$ cat src/rtl/step_pkg.sv
// Shared types and constants for the step tick generator.
package step_pkg;

    typedef enum logic {
        RUN   = 1'b0,
        PAUSE = 1'b1
    } state_t;

    localparam int                  SPEED_W     = 3;
    localparam logic [SPEED_W-1:0]  SPEED_MAX   = 3'd7;
    localparam logic [SPEED_W-1:0]  SPEED_RESET = 3'd4;

endpackage

$ cat src/rtl/btn_debounce.sv
// Raw active-low button -> 2-flop sync, debounced level, one-cycle press pulse on accepted 1->0.
// Latency: press fires DEBOUNCE_CYCLES + 3 edges after a steady low first reaches the sync; no backpressure.
module btn_debounce #(
    parameter int DEBOUNCE_CYCLES = 500000
) (
    input  logic clk,
    input  logic rst_n,
    input  logic btn_n,
    output logic level,
    output logic press
);

    localparam int CW = $clog2(DEBOUNCE_CYCLES + 1);

    logic          sync1_q, sync2_q;
    logic          level_q, level_d;
    logic          level_prev_q;
    logic          press_q;
    logic [CW-1:0] cnt_q, cnt_d;

    // Any sample agreeing with the accepted level restarts the stability window.
    always_comb begin
        cnt_d   = '0;
        level_d = level_q;
        if (sync2_q != level_q) begin
            if (cnt_q == CW'(DEBOUNCE_CYCLES - 1)) begin
                level_d = sync2_q;
            end else begin
                cnt_d = cnt_q + CW'(1);
            end
        end
    end

    always_ff @(posedge clk or negedge rst_n) begin
        if (!rst_n) begin
            sync1_q      <= 1'b1;
            sync2_q      <= 1'b1;
            level_q      <= 1'b1;
            level_prev_q <= 1'b1;
            press_q      <= 1'b0;
            cnt_q        <= '0;
        end else begin
            sync1_q      <= btn_n;
            sync2_q      <= sync1_q;
            level_q      <= level_d;
            level_prev_q <= level_q;
            press_q      <= level_prev_q & ~level_q;
            cnt_q        <= cnt_d;
        end
    end

    assign level = level_q;
    assign press = press_q;

endmodule

$ cat src/rtl/step_tick_gen.sv
// Buttons + direction switch -> one-cycle step strobe at one of eight rates, with pause.
// Step period BASE_DIV << (7 - speed); button actions land DEBOUNCE_CYCLES + 4 edges after press; no backpressure.
module step_tick_gen
    import step_pkg::*;
#(
    parameter int DEBOUNCE_CYCLES = 500000,
    parameter int BASE_DIV        = 781250
) (
    input  logic               clk,
    input  logic               rst_n,
    input  logic               btn_faster_n,
    input  logic               btn_slower_n,
    input  logic               btn_pause_n,
    input  logic               sw_dir,
    output logic               step,
    output logic               dir,
    output logic [SPEED_W-1:0] speed,
    output logic               paused
);

    localparam int PW = $clog2(BASE_DIV * 128);

    logic               faster_p, slower_p, pause_p;
    logic               lvl_faster, lvl_slower, lvl_pause;
    logic               unused_levels;
    logic               dsync1_q, dsync2_q, dir_q;
    logic [SPEED_W-1:0] speed_q, speed_d;
    state_t             state_q, state_d;
    logic [PW-1:0]      cnt_q, cnt_d;
    logic               step_q, step_d;
    logic [PW:0]        period;
    logic               term;

    btn_debounce #(.DEBOUNCE_CYCLES(DEBOUNCE_CYCLES)) u_faster (
        .clk(clk), .rst_n(rst_n), .btn_n(btn_faster_n), .level(lvl_faster), .press(faster_p)
    );
    btn_debounce #(.DEBOUNCE_CYCLES(DEBOUNCE_CYCLES)) u_slower (
        .clk(clk), .rst_n(rst_n), .btn_n(btn_slower_n), .level(lvl_slower), .press(slower_p)
    );
    btn_debounce #(.DEBOUNCE_CYCLES(DEBOUNCE_CYCLES)) u_pause (
        .clk(clk), .rst_n(rst_n), .btn_n(btn_pause_n), .level(lvl_pause), .press(pause_p)
    );

    assign unused_levels = &{1'b0, lvl_faster, lvl_slower, lvl_pause};

    assign period = (PW+1)'(BASE_DIV) << (SPEED_MAX - speed_q);
    assign term   = ({1'b0, cnt_q} == period - (PW+1)'(1));

    always_comb begin
        speed_d = speed_q;
        if (faster_p && !slower_p && speed_q != SPEED_MAX) begin
            speed_d = speed_q + SPEED_W'(1);
        end else if (slower_p && !faster_p && speed_q != '0) begin
            speed_d = speed_q - SPEED_W'(1);
        end
    end

    always_comb begin
        state_d = state_q;
        cnt_d   = cnt_q;
        step_d  = 1'b0;
        case (state_q)
            RUN: begin
                if (pause_p) begin
                    // A pause that swallows a terminal count restarts the period on resume.
                    state_d = PAUSE;
                    if (term) begin
                        cnt_d = '0;
                    end
                end else if (term) begin
                    cnt_d  = '0;
                    step_d = 1'b1;
                end else begin
                    cnt_d = cnt_q + PW'(1);
                end
            end
            PAUSE: begin
                if (pause_p) begin
                    state_d = RUN;
                end
            end
            default: state_d = RUN;
        endcase
        if (speed_d != speed_q) begin
            cnt_d  = '0;
            step_d = 1'b0;
        end
    end

    always_ff @(posedge clk or negedge rst_n) begin
        if (!rst_n) begin
            dsync1_q <= 1'b0;
            dsync2_q <= 1'b0;
            dir_q    <= 1'b0;
            speed_q  <= SPEED_RESET;
            state_q  <= RUN;
            cnt_q    <= '0;
            step_q   <= 1'b0;
        end else begin
            dsync1_q <= sw_dir;
            dsync2_q <= dsync1_q;
            dir_q    <= dsync2_q;
            speed_q  <= speed_d;
            state_q  <= state_d;
            cnt_q    <= cnt_d;
            step_q   <= step_d;
        end
    end

    assign step   = step_q;
    assign dir    = dir_q;
    assign speed  = speed_q;
    assign paused = (state_q == PAUSE);

endmodule

$ cat config.mk
export PLATFORM = sky130hd
export DESIGN_NAME = step_tick_gen
export DESIGN_NICKNAME = d
export VERILOG_FILES = /design/src/rtl/step_pkg.sv /design/src/rtl/btn_debounce.sv /design/src/rtl/step_tick_gen.sv
export SDC_FILE = /design/constraint.sdc
export NUM_CORES = 1
export LEC_CHECK = 0
export ABC_CLOCK_PERIOD_IN_PS = 4200
export BUFFER_PORTS_ARGS = -buffer_cell sky130_fd_sc_hd__buf_2
export CELL_PAD_IN_SITES_DETAIL_PLACEMENT = 0
export CELL_PAD_IN_SITES_GLOBAL_PLACEMENT = 2
export CORE_UTILIZATION = 41
export DETAILED_ROUTE_END_ITERATION = 7
export PLACE_DENSITY_LB_ADDON = 0.1
export REMOVE_ABC_BUFFERS = 1
export SLEW_MARGIN = 25
export SYNTH_ARGS = -nofsm -noshare
export SYNTH_HDL_FRONTEND = slang
export SYNTH_SLANG_ARGS = --single-unit
$ cat constraint.sdc
create_clock -name clk -period 4.2 [get_ports clk]
set_input_delay 0.42 -clock clk [delete_from_list [all_inputs] [get_ports clk]]
set_output_delay 0.42 -clock clk [all_outputs]
set_load 0.01 [all_outputs]
==> results.json, run 1 <==
{
  "vias": 4650,
  "cts_made_buffers": 9,
  "cts_htree_levels": 3,
  "status": "finished clean",
  "timing.slew.headroom_pct": 32.7,
  "ys_seq_area_share_pct": 44.1,
  "area_growth_syn_to_layout_pct": 8.28,
  "placed_area_sq_um": 6300,
  "dr.pass1.iters": 5,
  "grt_pass1_vias": 4431,
  "antenna_found_initial": 0,
  "final.setup_skew_ns": 0.0110,
  "tightestPinTransition_ns": 1.00,
  "cts_resized": 0,
  "cpPeakStageDelay_ns": 0.95,
  "synth_area_sq_um": 6100,
  "die_w_um": 124,
  "endpoint_kind": "flip-flop",
  "peakVddDrop_v": 0.000246,
  "arrival_ns": 3.61,
  "antenna_left": 0,
  "r2r-end": "cnt_q[19]$_DFFE_PN0P_",
  "hold_violations": 0,
  "initial_utilization_pct": 42.0,
  "io_buffers": 11,
  "path_clk_slew_ns": 0.08,
  "synthFlopType": "dfrtp_1",
  "hold_ws_ns": 0.0189,
  "ys_top_cells_by_area": "dfrtp_1 39%, dfstp_2 5.6%, xnor2_1 5.6%",
  "max-cap-violations": 0,
  "gp_congestion": 0.834,
  "die_h_um": 124,
  "wl_per_cell_um": 16.5,
  "synthArstFlopShare_pct": 100,
  "post_cts_buffers": 0,
  "hpwl_um": 9710,
  "worstPathCellList": "inv_1, ha_1, or4b_4, nor3b_2, xnor2_1, and4_4, and4_4, nor4_1",
  "fin_area_sq_um": 6610,
  "worstPathRequired_ns": 4.42,
  "powerDensity_nw_per_um2": 301,
  "avgSynthCellArea_sq_um": 9.33,
  "grt_pass1_wl_um": 23000,
  "die_area_sq_um": 15400,
  "cpMostUsedCell": "and4_4",
  "fmax_ghz": 0.295,
  "root_buffer": "clkbuf_16",
  "drt_iter0_drc": 315,
  "cts_tree": "yes",
  "yosys-top-cells-count": "94 x dfrtp_1, 90 x nor2_1, 51 x nand2_1, 48 x nand3_1, 39 x xnor2_1",
  "clock_sinks": 107,
  "syn_inst": 654,
  "worst_path_max_delay_cell": "dfstp_2",
  "rsz0062_at_grt": "no",
  "synth_edf_count": 0,
  "overflow": 0,
  "antenna_cells": 0,
  "wl_um": 13900,
  "start_kind": "flip-flop",
  "clkLatencyLatePin_ns": 0.36,
  "drv_slew": 0,
  "core_area_sq_um": 14500,
  "synth_top_area_share_pct": 38.5,
  "critPathKind": "flip-flop to flip-flop",
  "reg2reg_slack_ns": 0.81,
  "avgViaCountPerCell": 5.52,
  "post-route-period-util_pct": 80.6,
  "fin_nets": 675,
  "layout_setup_ws_ns": 0.814,
  "grt_max_degree": 44,
  "ioPinCount": 12,
  "r2r_start": "speed[2]$_DFF_PN1_",
  "ctsHoldBuffers": 0,
  "synth-seq-cells": 107,
  "path_max_fanout": 36,
  "ys_types": 60,
  "p_leak_nw": 2.68,
  "dp_slack_ns": 0.826,
  "rr_worst_depth": 8,
  "rows": 44,
  "synth_area_leader_cell": "dfrtp_1",
  "ctsLongestPathBuffers": 2,
  "ys_warn_count": 0,
  "yosysMostFrequentCell": "dfrtp_1",
  "hp-class": "input port to asynchronous set/reset pin",
  "min_period_ns": 3.39,
  "grtUsageTotal_pct": 19.6,
  "drive_above_1_share_pct": 10.6,
  "drc_errors": 0,
  "finalSetupViolations": 0,
  "fin_tns_setup_ns": 0
}
per-stage QoR:
stage / instances / utilization, % / total power, mW
6_report: 842 / 45.5 / 1.99
5_1_grt: 842 / 45.5 / 2.08
4_1_cts: 842 / 45.5 / 2.03
3_5_place_dp: 826 / 43.3 / 1.12
3_3_place_gp: 826 / 43.3 / 1.12
2_1_floorplan: 626 / - / 1.09
worst max-delay path by stage:
stage	from	to	slack (ns)	cells past startpoint
finish	speed[2]$_DFF_PN1_	cnt_q[19]$_DFFE_PN0P_	0.81	8
global route	speed[0]$_DFF_PN0_	cnt_q[19]$_DFFE_PN0P_	0.62	9
floorplan	speed[0]$_DFF_PN0_	cnt_q[21]$_DFFE_PN0P_	0.38	9
global placement	speed[2]$_DFF_PN1_	cnt_q[8]$_DFFE_PN0P_	0.91	8
CTS	speed[0]$_DFF_PN0_	cnt_q[19]$_DFFE_PN0P_	0.82	11
detailed placement	speed[0]$_DFF_PN0_	cnt_q[20]$_DFFE_PN0P_	0.83	11
kinds of logic after synthesis:
kind of cell	synth area share, %
compound gates	10.1
xor+xnor	10.8
fa+ha+maj	3.28
buf+inv	3.67
flops	44.1
mux	2.64
simple gates	25.4
area by class of cell:
| cell class | instances | area, sq um |
|---|---|---|
| clock inverters | 6 | 71.3 |
| clock buffers | 10 | 239 |
| multi-input cells | 494 | 3190 |
| inverters | 25 | 93.8 |
| repair buffers | 16 | 95.1 |
| well taps | 184 | 230 |
| fillers | 1437 | 7930 |
| flip-flops and latches | 107 | 2690 |
critical path: cells and delay by family (launching register included):
kind | cells | cell delay (ns)
xor+xnor | 1 | 0.14
fa+ha+maj | 1 | 0.30
simple gates | 5 | 1.57
buf+inv | 1 | 0.29
flops | 1 | 0.95
flip-flops by register name (all words and copies together), names as in the netlist, 3 cells and up:
signal and cells:
speed 3, u_slower.cnt_q 19, u_pause.cnt_q 19, u_faster.cnt_q 19, cnt_q 27
report_power, final:
part / internal, mW / switching, mW
clock network: 0.486 / 0.405
registers: 1.04 / 0.00825
logic: 0.0121 / 0.0364
total: 1.54 / 0.450
cells in the final DEF, fill, tap and decap left out, types with 9 or more instances in the layout:
cell,Yosys,final
a21oi_1,9,9
mux2i_1,9,9
nand4_1,17,17
nor2_1,90,90
buf_2,2,10
nand2_1,51,51
dfstp_2,13,13
nand3_1,48,48
ha_1,16,16
xor2_1,36,36
clkbuf_16,0,9
dfrtp_1,94,94
nor3_1,29,29
xnor2_1,39,39
o21ai_0,24,24
nor4_1,10,10
inv_1,25,25
layer usage:
metal	share of wire (%)	global-route usage (%)
met1	48	26.4
met2	48	31.9
met3	2.7	3.98
met4	1.7	5.58
met5	0	0
No activity file was read; power rests on OpenSTA's default activity.
==> run 2: changes to the inputs <==
--- a/config.mk
+++ b/config.mk
@@ -5,7 +5,7 @@
 export SDC_FILE = /design/constraint.sdc
 export NUM_CORES = 1
 export LEC_CHECK = 0
-export ABC_CLOCK_PERIOD_IN_PS = 4200
+export ABC_CLOCK_PERIOD_IN_PS = 3400
 export BUFFER_PORTS_ARGS = -buffer_cell sky130_fd_sc_hd__buf_2
 export CELL_PAD_IN_SITES_DETAIL_PLACEMENT = 0
 export CELL_PAD_IN_SITES_GLOBAL_PLACEMENT = 2
==> constraint.sdc (replaced) <==
create_clock -name clk -period 3.4 [get_ports clk]
set_input_delay 0.34 -clock clk [delete_from_list [all_inputs] [get_ports clk]]
set_output_delay 0.34 -clock clk [all_outputs]
set_load 0.01 [all_outputs]
==> run 2 against run 1 <==
Compared with the run above:
- first-iteration DRC count grew 6.0%
- clock skew shrank 0.0022 ns
- wire length grew 0.65%
- critical path type unchanged
- largest cell class unchanged
- largest power group unchanged
- highest routed layer unchanged
==> results.json, run 2 (synthesized netlist as in run 1, its figures left out) <==
{
  "critPathBufInv": 2,
  "endpoint_kind": "flip-flop",
  "fillers": 1429,
  "powerDensity_nw_per_um2": 356,
  "critPathKind": "flip-flop to flip-flop",
  "avgViaCountPerCell": 5.45,
  "cp-startpoint": "speed[1]$_DFF_PN0_",
  "antenna_left": 0,
  "fin_nets": 685,
  "power_switching_mw": 0.562,
  "combPwrFrac_pct": 2.5,
  "min_period_ns": 3.12,
  "die_h_um": 124,
  "rr_worst_depth": 10,
  "multi_input_area_sq_um": 3190,
  "cts_tree": "yes",
  "core_area_sq_um": 14500,
  "reg2reg_slack_ns": 0.28,
  "fmax_ghz": 0.320,
  "clock_sinks": 107,
  "cts_made_buffers": 9,
  "regMostFlops": "cnt_q",
  "drc_errors": 0,
  "p_leak_nw": 2.72,
  "ioPinCount": 12,
  "final.setup_skew_ns": 0.00878,
  "dr.pass1.iters": 5,
  "timing.slew.headroom_pct": 55.9,
  "io_buffers": 11,
  "p_seq_share_pct": 54.6,
  "initial_utilization_pct": 42.0,
  "r2r-end": "cnt_q[7]$_DFFE_PN0P_",
  "drive_above_1_share_pct": 12.0,
  "netSwitchingFraction_pct": 23.6,
  "r2r_start": "speed[1]$_DFF_PN0_",
  "grtUsageTotal_pct": 19.8,
  "max-cap-violations": 0,
  "p_clk_share_pct": 42.9,
  "gp_congestion": 0.832,
  "total_power_mw": 2.38,
  "antenna_cells": 0,
  "overflow": 0,
  "fin_tns_setup_ns": 0,
  "cpPeakStageDelay_ns": 0.51,
  "die_w_um": 124,
  "drv_slew": 0,
  "final_common_cell": "dfrtp_1",
  "vias": 4642,
  "hp-class": "input port to asynchronous set/reset pin",
  "status": "finished clean",
  "largest_reg_flops": 27,
  "crit_end": "cnt_q[7]$_DFFE_PN0P_",
  "worstPathRequired_ns": 3.64,
  "grt_max_degree": 108,
  "clkLatencyLatePin_ns": 0.36,
  "regArea_sq_um": 2690,
  "finalSetupViolations": 0,
  "start_kind": "flip-flop",
  "hpwl_um": 9580,
  "die_area_sq_um": 15400,
  "post-route-period-util_pct": 91.8,
  "cp.depth": 10,
  "wl_per_cell_um": 16.4,
  "grt_pass1_wl_um": 23200,
  "hold_ws_ns": 0.0596,
  "peakVddDrop_v": 0.000289,
  "rows": 44,
  "wl_um": 14000,
  "placed_area_sq_um": 6360,
  "root_buffer": "clkbuf_16",
  "arrival_ns": 3.36,
  "fin_area_sq_um": 6690,
  "path_max_fanout": 10,
  "rsz0062_at_grt": "no",
  "grt_pass1_vias": 4567,
  "cpLargestDelayFamily": "simple AND/OR/NAND/NOR gates",
  "tightestPinTransition_ns": 0.660,
  "antenna_found_initial": 0,
  "ctsLongestPathBuffers": 2,
  "area_growth_syn_to_layout_pct": 9.59,
  "worst_path_max_delay_cell": "dfrtp_1",
  "hold_violations": 0,
  "power.internal_mw": 1.82,
  "worstPathCellList": "inv_1, ha_1, o21ai_2, or4b_4, nor2_1, xnor2_1, nor4_4, and4_4, buf_4, a2111oi_2",
  "drt_iter0_drc": 334,
  "cts_htree_levels": 3,
  "final_cell_mix": "94 x dfrtp_1, 90 x nor2_1, 51 x nand2_1",
  "path_clk_slew_ns": 0.07
}
run 2: final cells by class:
cell class,instances,share of cell area [%]
clock buffer,10,3.42
clock inverter,6,0.860
multi-input combinational,494,47.7
tap,184,3.44
sequential,107,40.3
timing repair buffer,26,2.92
inverter,25,1.40
run 2: metrics by stage:
stage,util (%),setup WS [ns],cells
floorplan,-,-0.415,626
global placement,43.8,0.353,833
detailed placement,43.8,0.194,833
CTS,45.8,0.179,849
global route,46.0,0.0480,852
finish,46.0,0.278,852
run 2: power by group through the flow:
stage	clock network [mW]	logic [mW]	registers [mW]
after global routing	1.11	0.0713	1.30
after floorplan	0	0.0237	1.32
final	1.02	0.0603	1.30
after detailed placement	0	0.0635	1.32
after CTS	1.07	0.0638	1.30
after global placement	0	0.0622	1.32
run 2: timing repair:
item                                    CTS  global route
endpoints found under the hold margin     0             0
resized for setup                         0             1
buffers inserted                          0             3
hold buffers                              0             0
endpoints found under the setup margin    0            13
run 2: worst min path at each step:
stage,from,end
2_1_floorplan,rst_n,cnt_q[0]$_DFFE_PN0P_
3_3_place_gp,dsync1_q$_DFF_PN0_,dsync2_q$_DFF_PN0_
3_5_place_dp,dsync1_q$_DFF_PN0_,dsync2_q$_DFF_PN0_
4_1_cts,btn_faster_n,u_faster.sync1_q$_DFF_PN1_
5_1_grt,btn_faster_n,u_faster.sync1_q$_DFF_PN1_
6_report,rst_n,u_pause.cnt_q[11]$_DFF_PN0_
run 2: metal layers:
metal  track usage [%]  vias to the layer above  part of all wire (%)  routed length, um
li1                  -                     2327                     -                  -
met1              25.9                     2240                    48               6670
met2              33.5                       66                    48               6760
met3              3.71                        9                   3.1                439
met4              4.99                        0                  0.96                134
met5                 0                        -                     0                  0
==> run 3: changes to the inputs <==
--- a/config.mk
+++ b/config.mk
@@ -16,4 +16,5 @@
 export SLEW_MARGIN = 25
 export SYNTH_ARGS = -nofsm -noshare
 export SYNTH_HDL_FRONTEND = slang
+export SYNTH_HIERARCHICAL = 1
 export SYNTH_SLANG_ARGS = --single-unit
==> run 3 against run 2 <==
Compared with the run above:
- sequential power is essentially flat
- setup slack worse by 0.12 ns
- global-route usage increased by 0.49 points
- sequential cell count did not move
- synthesized cell count is 8.4% higher
- die area up 8.1%
- first-iteration DRC count is 25% lower
- largest cell class unchanged
==> results.json, run 3 <==
{
  "ys_types": 67,
  "hp-class": "input port to flip-flop",
  "cts_tree": "yes",
  "grt_pass1_wl_um": 26200,
  "timing.slew.headroom_pct": 36.4,
  "status": "finished clean",
  "antenna_left": 0,
  "final_core_util_pct": 46.3,
  "finalNonFillerCells": 944,
  "wl_per_cell_um": 16.3,
  "tightestPinTransition_ns": 0.951,
  "gp_congestion": 0.845,
  "hold_ws_ns": 0.0882,
  "vias": 5147,
  "antenna_cells": 0,
  "synthArstFlopShare_pct": 100,
  "placed_area_sq_um": 6970,
  "yosysMostFrequentCell": "dfrtp_1",
  "avgSynthCellArea_sq_um": 9.32,
  "io_buffers": 11,
  "root_buffer": "clkbuf_16",
  "synth_edf_count": 0,
  "start_kind": "flip-flop",
  "synth_top_area_share_pct": 35.6,
  "p_leak_nw": 2.92,
  "min_period_ns": 3.24,
  "critPathBufInv": 1,
  "cpLargestDelayFamily": "compound AO/OA/AOI/OAI gates",
  "final_cell_mix": "94 x dfrtp_1, 69 x nor2_1, 59 x xnor2_1",
  "place_inst": 925,
  "grt_pass1_vias": 5062,
  "drv_slew": 0,
  "final.setup_skew_ns": 0.0122,
  "fin_area_sq_um": 7320,
  "overflow": 0,
  "ys_warn_count": 6,
  "area_growth_syn_to_layout_pct": 10.9,
  "hold_violations": 0,
  "synthFlopType": "dfrtp_1",
  "drc_errors": 0,
  "synth-seq-cells": 107,
  "worst_path_max_delay_cell": "or4b_4",
  "core_area_sq_um": 15800,
  "ys_top_cells_by_area": "dfrtp_1 36%, xnor2_1 7.8%, dfstp_2 5.2%",
  "hpwl_um": 10900,
  "max-cap-violations": 0,
  "final_common_cell": "dfrtp_1",
  "antenna_found_initial": 0,
  "endpoint_kind": "flip-flop",
  "clkLatencyLatePin_ns": 0.35,
  "post-route-period-util_pct": 95.3,
  "ctsLongestPathBuffers": 2,
  "die_area_sq_um": 16600,
  "worstPathCellList": "buf_4, ha_1, or4b_4, a221oi_2, a21oi_1, o22a_1, a21oi_4, a21oi_4, or4_1, a21oi_1",
  "grtUsageTotal_pct": 20.3,
  "arrival_ns": 3.52,
  "syn_inst": 709,
  "finalSetupViolations": 0,
  "critPathKind": "flip-flop to flip-flop",
  "cts_htree_levels": 3,
  "die_w_um": 129,
  "peakVddDrop_v": 0.000276,
  "path_max_fanout": 16,
  "cpPeakStageDelay_ns": 0.55,
  "grt_max_degree": 82,
  "ys_seq_area_share_pct": 40.8,
  "fin_nets": 747,
  "initial_utilization_pct": 41.7,
  "rows": 46,
  "path_clk_slew_ns": 0.07,
  "synth_area_leader_cell": "dfrtp_1",
  "wl_um": 15400,
  "clock_sinks": 107,
  "synth_area_sq_um": 6610,
  "largest_reg_flops": 27,
  "avgViaCountPerCell": 5.45,
  "regMostFlops": "cnt_q",
  "cts_made_buffers": 9,
  "drive_above_1_share_pct": 13.2,
  "yosys-top-cells-count": "94 x dfrtp_1, 69 x nor2_1, 59 x xnor2_1, 55 x nand2_1, 39 x nand3_1",
  "dr.pass1.iters": 5,
  "fmax_ghz": 0.309,
  "die_h_um": 129,
  "worstPathRequired_ns": 3.68,
  "drt_iter0_drc": 252,
  "powerDensity_nw_per_um2": 322,
  "ioPinCount": 12
}
==> run 3: cell count changes after synthesis, sizes merged, moves of 9 or more <==
cell | previous run | this run
or3 | 6 | 23
nor2 | 90 | 69
xnor2 | 39 | 59
a21oi | 9 | 34
buf | 7 | 18
nand3 | 48 | 39
xor2 | 36 | 20
nor4 | 12 | 22
==> run 3: what timing repair did <==
item / CTS / global route
setup buffers: 0 / 1
endpoints found under the hold margin: 21 / 0
gates resized for setup: 0 / 11
setup endpoints to repair: 1 / 26
pin swaps: 0 / 2
gates cloned: 0 / 1
hold buffers: 1 / 0
==> run 3: metrics by stage <==
stage	power (mW)	worst slack, ns	TNS [ns]
after floorplan	1.35	-0.628	-12.96
after global placement	1.40	0.0764	0
after detailed placement	1.40	0.00693	0
after CTS	2.40	-0.00644	-0.00644
after global routing	2.46	-0.00619	-0.0100
final	2.36	0.160	0
==> run 3: worst reg2reg max path, delay by kind of cell, from the launching register on <==
| family | cells | cell delay [ns] |
|---|---|---|
| compound gates | 6 | 1.24 |
| fa+ha+maj | 1 | 0.23 |
| buf+inv | 1 | 0.21 |
| flops | 1 | 0.40 |
| simple gates | 2 | 1.09 |
==> run 3: final cells by class <==
type | instances | area (sq um)
clock inverter | 3 | 23.8
inverter | 23 | 86.3
sequential | 107 | 2690
multi-input combinational | 547 | 3720
clock buffer | 13 | 250
tap | 216 | 270
timing repair buffer | 35 | 278
fill | 1559 | 8500
==> run 3: worst paths after layout <==
kind                                                    to                      start  slack (ns)  depth (start not counted)
worst max register to register       cnt_q[11]$_DFFE_PN0P_         speed[0]$_DFF_PN0_        0.16                         10
worst max-delay path                 cnt_q[11]$_DFFE_PN0P_         speed[0]$_DFF_PN0_        0.16                         10
worst min-delay path            u_slower/sync1_q$_DFF_PN1_               btn_slower_n        0.09                          1
worst min register to register   u_pause/sync2_q$_DFF_PN1_  u_pause/sync1_q$_DFF_PN1_        0.35                          0
max in group asynchronous        u_pause/level$_DFFE_PN1P_                      rst_n        2.13                          3
min in group asynchronous            cnt_q[21]$_DFFE_PN0P_                      rst_n        0.47                          2
==> run 3: cell families after synthesis <==
kind of cell / count (synthesis) / share of synthesized area, %
adder cells (fa/ha/maj): 18 / 3.41
flip-flops: 107 / 40.8
buffers and inverters: 56 / 3.85
AO/OA/AOI/OAI: 107 / 11.4
AND/OR/NAND/NOR: 324 / 27.1
XOR/XNOR: 80 / 10.8
multiplexers: 17 / 2.63
==> run 3: power breakdown <==
part,total [mW],internal [mW],switching (mW)
clock,0.987,0.520,0.467
sequential,1.30,1.29,0.0139
combinational,0.0668,0.0190,0.0478
total,2.36,1.83,0.529
==> run 3: metal layers <==
layer  wire length (um)  track usage [%]  vias up
met4                209             6.02        0
met2               7250             32.5       68
met5                  0                0        -
met3                398             2.91       15
li1                   -                -     2550
met1               7570             28.4     2514
